--- config.mk ---
export PLATFORM = sky130hd
export DESIGN_NAME = frame_sequencer
export DESIGN_NICKNAME = d
export VERILOG_FILES = /design/src/rtl/frame_sequencer_pkg.sv /design/src/rtl/frame_sequencer_grid_port_mux.sv /design/src/rtl/frame_sequencer.sv
export SDC_FILE = /design/constraint.sdc
export NUM_CORES = 1
export LEC_CHECK = 0
export ABC_AREA = 1
export BUFFER_PORTS_ARGS = -buffer_cell sky130_fd_sc_hd__buf_2
export CORE_AREA = 2 2 75 77
export DETAILED_ROUTE_END_ITERATION = 8
export DIE_AREA = 0 0 77 79
export PLACE_DENSITY = 0.73
export SETUP_SLACK_MARGIN = 0.15
export SLEW_MARGIN = 10
export SYNTH_ARGS = -nofsm -noshare
export SYNTH_HDL_FRONTEND = slang
export SYNTH_SLANG_ARGS = --single-unit
--- constraint.sdc ---
create_clock -name clock -period 1.8 [get_ports clock]
set_input_delay 0.18 -clock clock [delete_from_list [all_inputs] [get_ports clock]]
set_output_delay 0.18 -clock clock [all_outputs]
set_load 0.02 [all_outputs]
--- src/rtl/frame_sequencer_pkg.sv ---
// Shared constants for the frame sequencer: state encoding, map grid and player state widths.
// Pure definitions, no logic; the saturating helper is combinational.
package frame_sequencer_pkg;

   localparam int GRID_X_W = 6;
   localparam int GRID_Y_W = 5;
   localparam int POS_X_W  = 14;
   localparam int POS_Y_W  = 13;
   localparam int ANGLE_W  = 8;

   localparam logic [1:0] ST_IDLE   = 2'd0;
   localparam logic [1:0] ST_UPDATE = 2'd1;
   localparam logic [1:0] ST_COMMIT = 2'd2;
   localparam logic [1:0] ST_RENDER = 2'd3;

   // Adds up to two events to an 8-bit counter, pinning at 8'hFF.
   function automatic logic [7:0] sat_add8(input logic [7:0] base, input logic [1:0] inc);
      logic [8:0] sum;
      sum = {1'b0, base} + {7'd0, inc};
      return sum[8] ? 8'hFF : sum[7:0];
   endfunction

endpackage

--- src/rtl/frame_sequencer_grid_port_mux.sv ---
// Selects which client drives the shared map ROM address: updater during UPDATE, renderer otherwise.
// Purely combinational, zero latency, no flow control.
module grid_port_mux
   import frame_sequencer_pkg::*;
(
   input  logic                sel_upd,
   input  logic [GRID_X_W-1:0] upd_grid_x,
   input  logic [GRID_Y_W-1:0] upd_grid_y,
   input  logic [GRID_X_W-1:0] rnd_grid_x,
   input  logic [GRID_Y_W-1:0] rnd_grid_y,
   output logic [GRID_X_W-1:0] grid_x,
   output logic [GRID_Y_W-1:0] grid_y
);

   assign grid_x = sel_upd ? upd_grid_x : rnd_grid_x;
   assign grid_y = sel_upd ? upd_grid_y : rnd_grid_y;

endmodule

--- src/rtl/frame_sequencer.sv ---
// Per-frame sequencer: IDLE -> UPDATE -> COMMIT -> RENDER, one queued tick, saturating overrun count.
// Start pulses lag the state change by zero cycles; FRAME_TIMEOUT_EN adds a per-phase watchdog.
module frame_sequencer
   import frame_sequencer_pkg::*;
#(
   parameter logic [13:0] SPAWN_X        = 14'd1600,
   parameter logic [12:0] SPAWN_Y        = 13'd1600,
   parameter logic [7:0]  SPAWN_ANGLE    = 8'd0,
   parameter logic [31:0] TIMEOUT_CYCLES = 32'd2000000
)
(
   input  logic        clock,
   input  logic        reset,
   input  logic        frame_tick,
   output logic        upd_start,
   input  logic        upd_done,
   input  logic [13:0] upd_next_x,
   input  logic [12:0] upd_next_y,
   input  logic [7:0]  upd_next_angle,
   input  logic [5:0]  upd_grid_x,
   input  logic [4:0]  upd_grid_y,
   output logic        rnd_start,
   input  logic        rnd_done,
   input  logic [5:0]  rnd_grid_x,
   input  logic [4:0]  rnd_grid_y,
   output logic [5:0]  grid_x,
   output logic [4:0]  grid_y,
   output logic [13:0] cur_pos_x,
   output logic [12:0] cur_pos_y,
   output logic [7:0]  cur_angle,
   output logic        busy,
   output logic [7:0]  overrun_count
);

   logic [1:0] state;
   logic [1:0] next_state;
   logic       tick_pending;
   logic       phase_tmo;
   logic       render_exit;
   logic       tick_overrun;

`ifdef FRAME_TIMEOUT_EN
   logic [31:0] phase_cnt;
   logic        in_phase;

   assign in_phase  = (state == ST_UPDATE) || (state == ST_RENDER);
   assign phase_tmo = in_phase && (phase_cnt == TIMEOUT_CYCLES - 32'd1);

   always_ff @(posedge clock) begin
      if (reset)
         phase_cnt <= 32'd0;
      else if ((next_state != state) && ((next_state == ST_UPDATE) || (next_state == ST_RENDER)))
         phase_cnt <= 32'd0;
      else if (in_phase)
         phase_cnt <= phase_cnt + 32'd1;
   end
`else
   assign phase_tmo = 1'b0;
`endif

   always_comb begin
      next_state = state;
      case (state)
         ST_IDLE:   if (frame_tick || tick_pending) next_state = ST_UPDATE;
         ST_UPDATE: begin
            if (upd_done)       next_state = ST_COMMIT;
            else if (phase_tmo) next_state = ST_RENDER;
         end
         ST_COMMIT: next_state = ST_RENDER;
         ST_RENDER: if (rnd_done || phase_tmo) next_state = ST_IDLE;
         default:   next_state = ST_IDLE;
      endcase
   end

   assign busy        = (state != ST_IDLE);
   assign render_exit = (state == ST_RENDER) && (rnd_done || phase_tmo);
   // A tick landing on the render exit just queues the next frame; it never counts as dropped.
   assign tick_overrun = busy && frame_tick && tick_pending && !render_exit;

   always_ff @(posedge clock) begin
      if (reset) begin
         state         <= ST_IDLE;
         upd_start     <= 1'b0;
         rnd_start     <= 1'b0;
         tick_pending  <= 1'b0;
         overrun_count <= 8'd0;
         cur_pos_x     <= SPAWN_X;
         cur_pos_y     <= SPAWN_Y;
         cur_angle     <= SPAWN_ANGLE;
      end else begin
         state     <= next_state;
         upd_start <= (state == ST_IDLE) && (next_state == ST_UPDATE);
         rnd_start <= (state != ST_RENDER) && (next_state == ST_RENDER);

         if (state == ST_IDLE)
            tick_pending <= 1'b0;
         else if (frame_tick)
            tick_pending <= 1'b1;

         overrun_count <= sat_add8(overrun_count, {1'b0, tick_overrun} + {1'b0, phase_tmo});

         if (state == ST_COMMIT) begin
            cur_pos_x <= upd_next_x;
            cur_pos_y <= upd_next_y;
            cur_angle <= upd_next_angle;
         end
      end
   end

   grid_port_mux u_grid_mux (
      .sel_upd    (state == ST_UPDATE),
      .upd_grid_x (upd_grid_x),
      .upd_grid_y (upd_grid_y),
      .rnd_grid_x (rnd_grid_x),
      .rnd_grid_y (rnd_grid_y),
      .grid_x     (grid_x),
      .grid_y     (grid_y)
   );

endmodule

==> out/results.md <==
* 79 um — vertical extent of the die
* 1822 — via count of the first global-routing pass
* 311 — Post-Synthesis Net Count
* 27 — Cell Rows
* sky130_fd_sc_hd__dfxtp_1, sky130_fd_sc_hd__nor2_1, sky130_fd_sc_hd__o21ai_0, sky130_fd_sc_hd__mux2_2, sky130_fd_sc_hd__nand2_1 — synth top area cells
* 0 — total of hold buffers inserted after clock tree synthesis
* 2.61% — met3 capacity usage during global routing
* 2 — H-tree levels
* sky130_fd_sc_hd__dfxtp_2 — standard cell with the maximum stage delay on the critical path
* 87.8% — post-route fraction of the period consumed by the critical path
* 0.29 ns — clk_lat worst skew
* 119 — I/O pins
* 0 — Ys Warns
* 36.3% — starting density of the core
* 76 — iteration-0 DRC count of the detailed router
* 2 — Bufs on Longest Clock Path
* upd_next_y[9] — Min-Delay Startpoint
* 49.6% — post-synth top area share
* 0 — initial antenna violation count
* finished, final reports clean — outcome
* 43.8% — P&R area growth vs syn
* 0.00146 uW — static leakage power
* 1940 um^2 — netlist area before placement
* 5 — TritonCTS Buffers
* in2reg — Tightest Hold Check Type
* 42.2% — share of final-layout standard cells stronger than drive strength 1
* 5 — worst-path fanout max
* 0 — Max Slew Vio Count
* 247 — gate count of the mapped netlist
* 0 — residual overflow from global routing
* 0 — number of max-cap violations
* 898 nW/um^2 — power density over the cells
* 6080 um^2 — area enclosed by the die boundary
* 52.1% — final standard cell utilization of the core
* 442 — number of standard cells in the final layout excluding fillers
* sky130_fd_sc_hd__nor2_1, sky130_fd_sc_hd__dfxtp_1, sky130_fd_sc_hd__nand2_1 — most used standard cells in the synthesized netlist
* 2500 uW — total power of the final layout
* 1.58 ns — clock period minus worst slack
* 21 — count of different cell masters after synthesis
* 19.3% — met1 demand-to-capacity share in global routing
* 2780 um^2 — final std cell area, no fill
* 49.6% — sequential fraction of the synthesis area
* 0.08 ns — clock transition at the registers of the reported paths
* output pin — kind of end point of the critical path
* state[1] — Reg2Reg Launch Point
* 77 um — die outline width
* 0.728 — final RePlAce weighted congestion
* yes — CTS tree
* 0 — number of enable-type register cells in the synthesized netlist
* 15.4% — global router's overall resource usage
* sky130_fd_sc_hd__clkbuf_8 — CTS root buffer
* 3500 um — Detailed Place HPWL
* 0 — Detail Route Antenna Nets
* no — RSZ-0062 raised after global routing
* buf_6 > inv_6 > nand2_4 > mux2_2 > buf_2 — cells along the critical path
* 1.62 ns — Worst Path Required
* 48 — TritonCTS Sinks
* 118 — IO Port Bufs
* 433 — Nets
* 4.50 — Via density
* 0% — post-synthesis async set-or-reset flop share
* 75.2% — Worst slew margin
* 11.0 um — average wire per standard cell
* reg2out — critical path type
* 0 — hold violation total from the final report
* met2 — layer with the highest usage
* 633 MHz — Max Clock Freq
* 1991 — number of vias in the routed layout
* 2600 um^2 — placed cell area
* 432 — total placed cells including tap cells
* state[1] — worst setup path startpoint
* 0 ns — setup TNS
* 0.373 ns — actual slew at the worst max-slew pin
* 0 — Antenna Cells
* sky130_fd_sc_hd__dfxtp_1 — cell accounting for the most synthesized area
* flop — type of origin of the critical path
* 5340 um^2 — total core area
* 0.00475 ns — Worst Skew
* 26.7% — GRT met2 Usage
* 7750 um — global-route wire length before repair
* sky130_fd_sc_hd__nor2_1 — cell with the most instances after synthesis
* 41 — largest net degree at the start of global routing
* sky130_fd_sc_hd__dfxtp_1 — Primary FF master, synth
* 4 — count of TritonRoute iterations in the first routing pass
* 1.40 ns — Arr. time, crit path
* 4880 um — overall routed net length
* 48 — #FFs+latches synth
* 0 — Final setup violation count
* 0 — DRC violations left
* 0.36 ns — delay of the slowest cell on the worst path
* 7.84 um^2 — per-instance average area after synthesis
* 0.456 mV — maximum ir drop on the vdd rail
-- cells by family after synthesis --
kind of cell | synth area share, %
AO/OA/AOI/OAI | 10.4
XOR/XNOR | 0.905
adder cells (fa/ha/maj) | 1.29
buffers and inverters | 6.85
flip-flops | 49.6
multiplexers | 6.40
AND/OR/NAND/NOR | 24.5
-- critical path: cells and delay by family (launching register included) --
kind,cells,cell delay (ns)
buf+inv,3,0.33
flops,1,0.36
simple gates,1,0.10
mux,1,0.33
-- metrics by stage --
step / worst slack, ns / hold WS (ns)
6_report: 0.219 / 0.104
5_1_grt: 0.145 / 0.0931
4_1_cts: 0.130 / 0.0948
3_5_place_dp: 0.0769 / 0.402
3_3_place_gp: 0.150 / 0.393
2_1_floorplan: 0.200 / 0.249
-- final cells by class --
class                      count  area [um^2]
tap                           72         90.1
inverter                      15         61.3
timing repair buffer         125          664
clock buffer                   8         90.1
fill                         554         2550
multi-input combinational    174          913
sequential                    48          963
-- timing repair --
item / CTS / global route
gates resized for setup: 6 / 14
hold endpoints to repair: 0 / 0
cloned: 1 / 0
pin swaps: 1 / 5
endpoints found under the setup margin: 17 / 19
setup buffers: 0 / 1
-- flip-flops by register name, summed over array words and instances (netlist names) --
name           flops
cur_angle          8
cur_pos_x         14
cur_pos_y         13
overrun_count      8
rnd_start          1
state              2
tick_pending       1
upd_start          1
-- path summary, 6_finish.rpt --
path / to / slack (ns) / depth (start not counted)
min: cur_pos_y[9] / 0.10 / 3
max reg2reg: overrun_count[7] / 0.27 / 10
min reg2reg: cur_pos_x[9] / 0.45 / 2
max: grid_x[3] / 0.22 / 5
-- cells in the final DEF, fill, tap and decap left out, drive strengths merged, types with 2 or more instances in the layout --
cell type  Yosys  layout
mux2          11      11
clkbuf         3       8
nand3         11      11
nand2         32      33
o21ai         30      30
buf            8     125
inv           15      15
ha             2       2
dfxtp         48      48
nor2          75      75
a21oi          6       6
o21bai         2       2
-- report_power, final --
| part | switching, uW | leakage [uW] | internal (uW) |
|---|---|---|---|
| combinational | 395 | 0.00102 | 261 |
| sequential | 43.4 | 0.000392 | 1150 |
| clock | 330 | 0.0000455 | 314 |
-- routing by layer --
layer | wire length (um) | up-vias
li1 | - | 1029
met1 | 2300 | 911
met2 | 2350 | 46
met3 | 186 | 5
met4 | 47 | 0
met5 | 0 | -
Note: power is estimated with default switching activity, not from simulation.
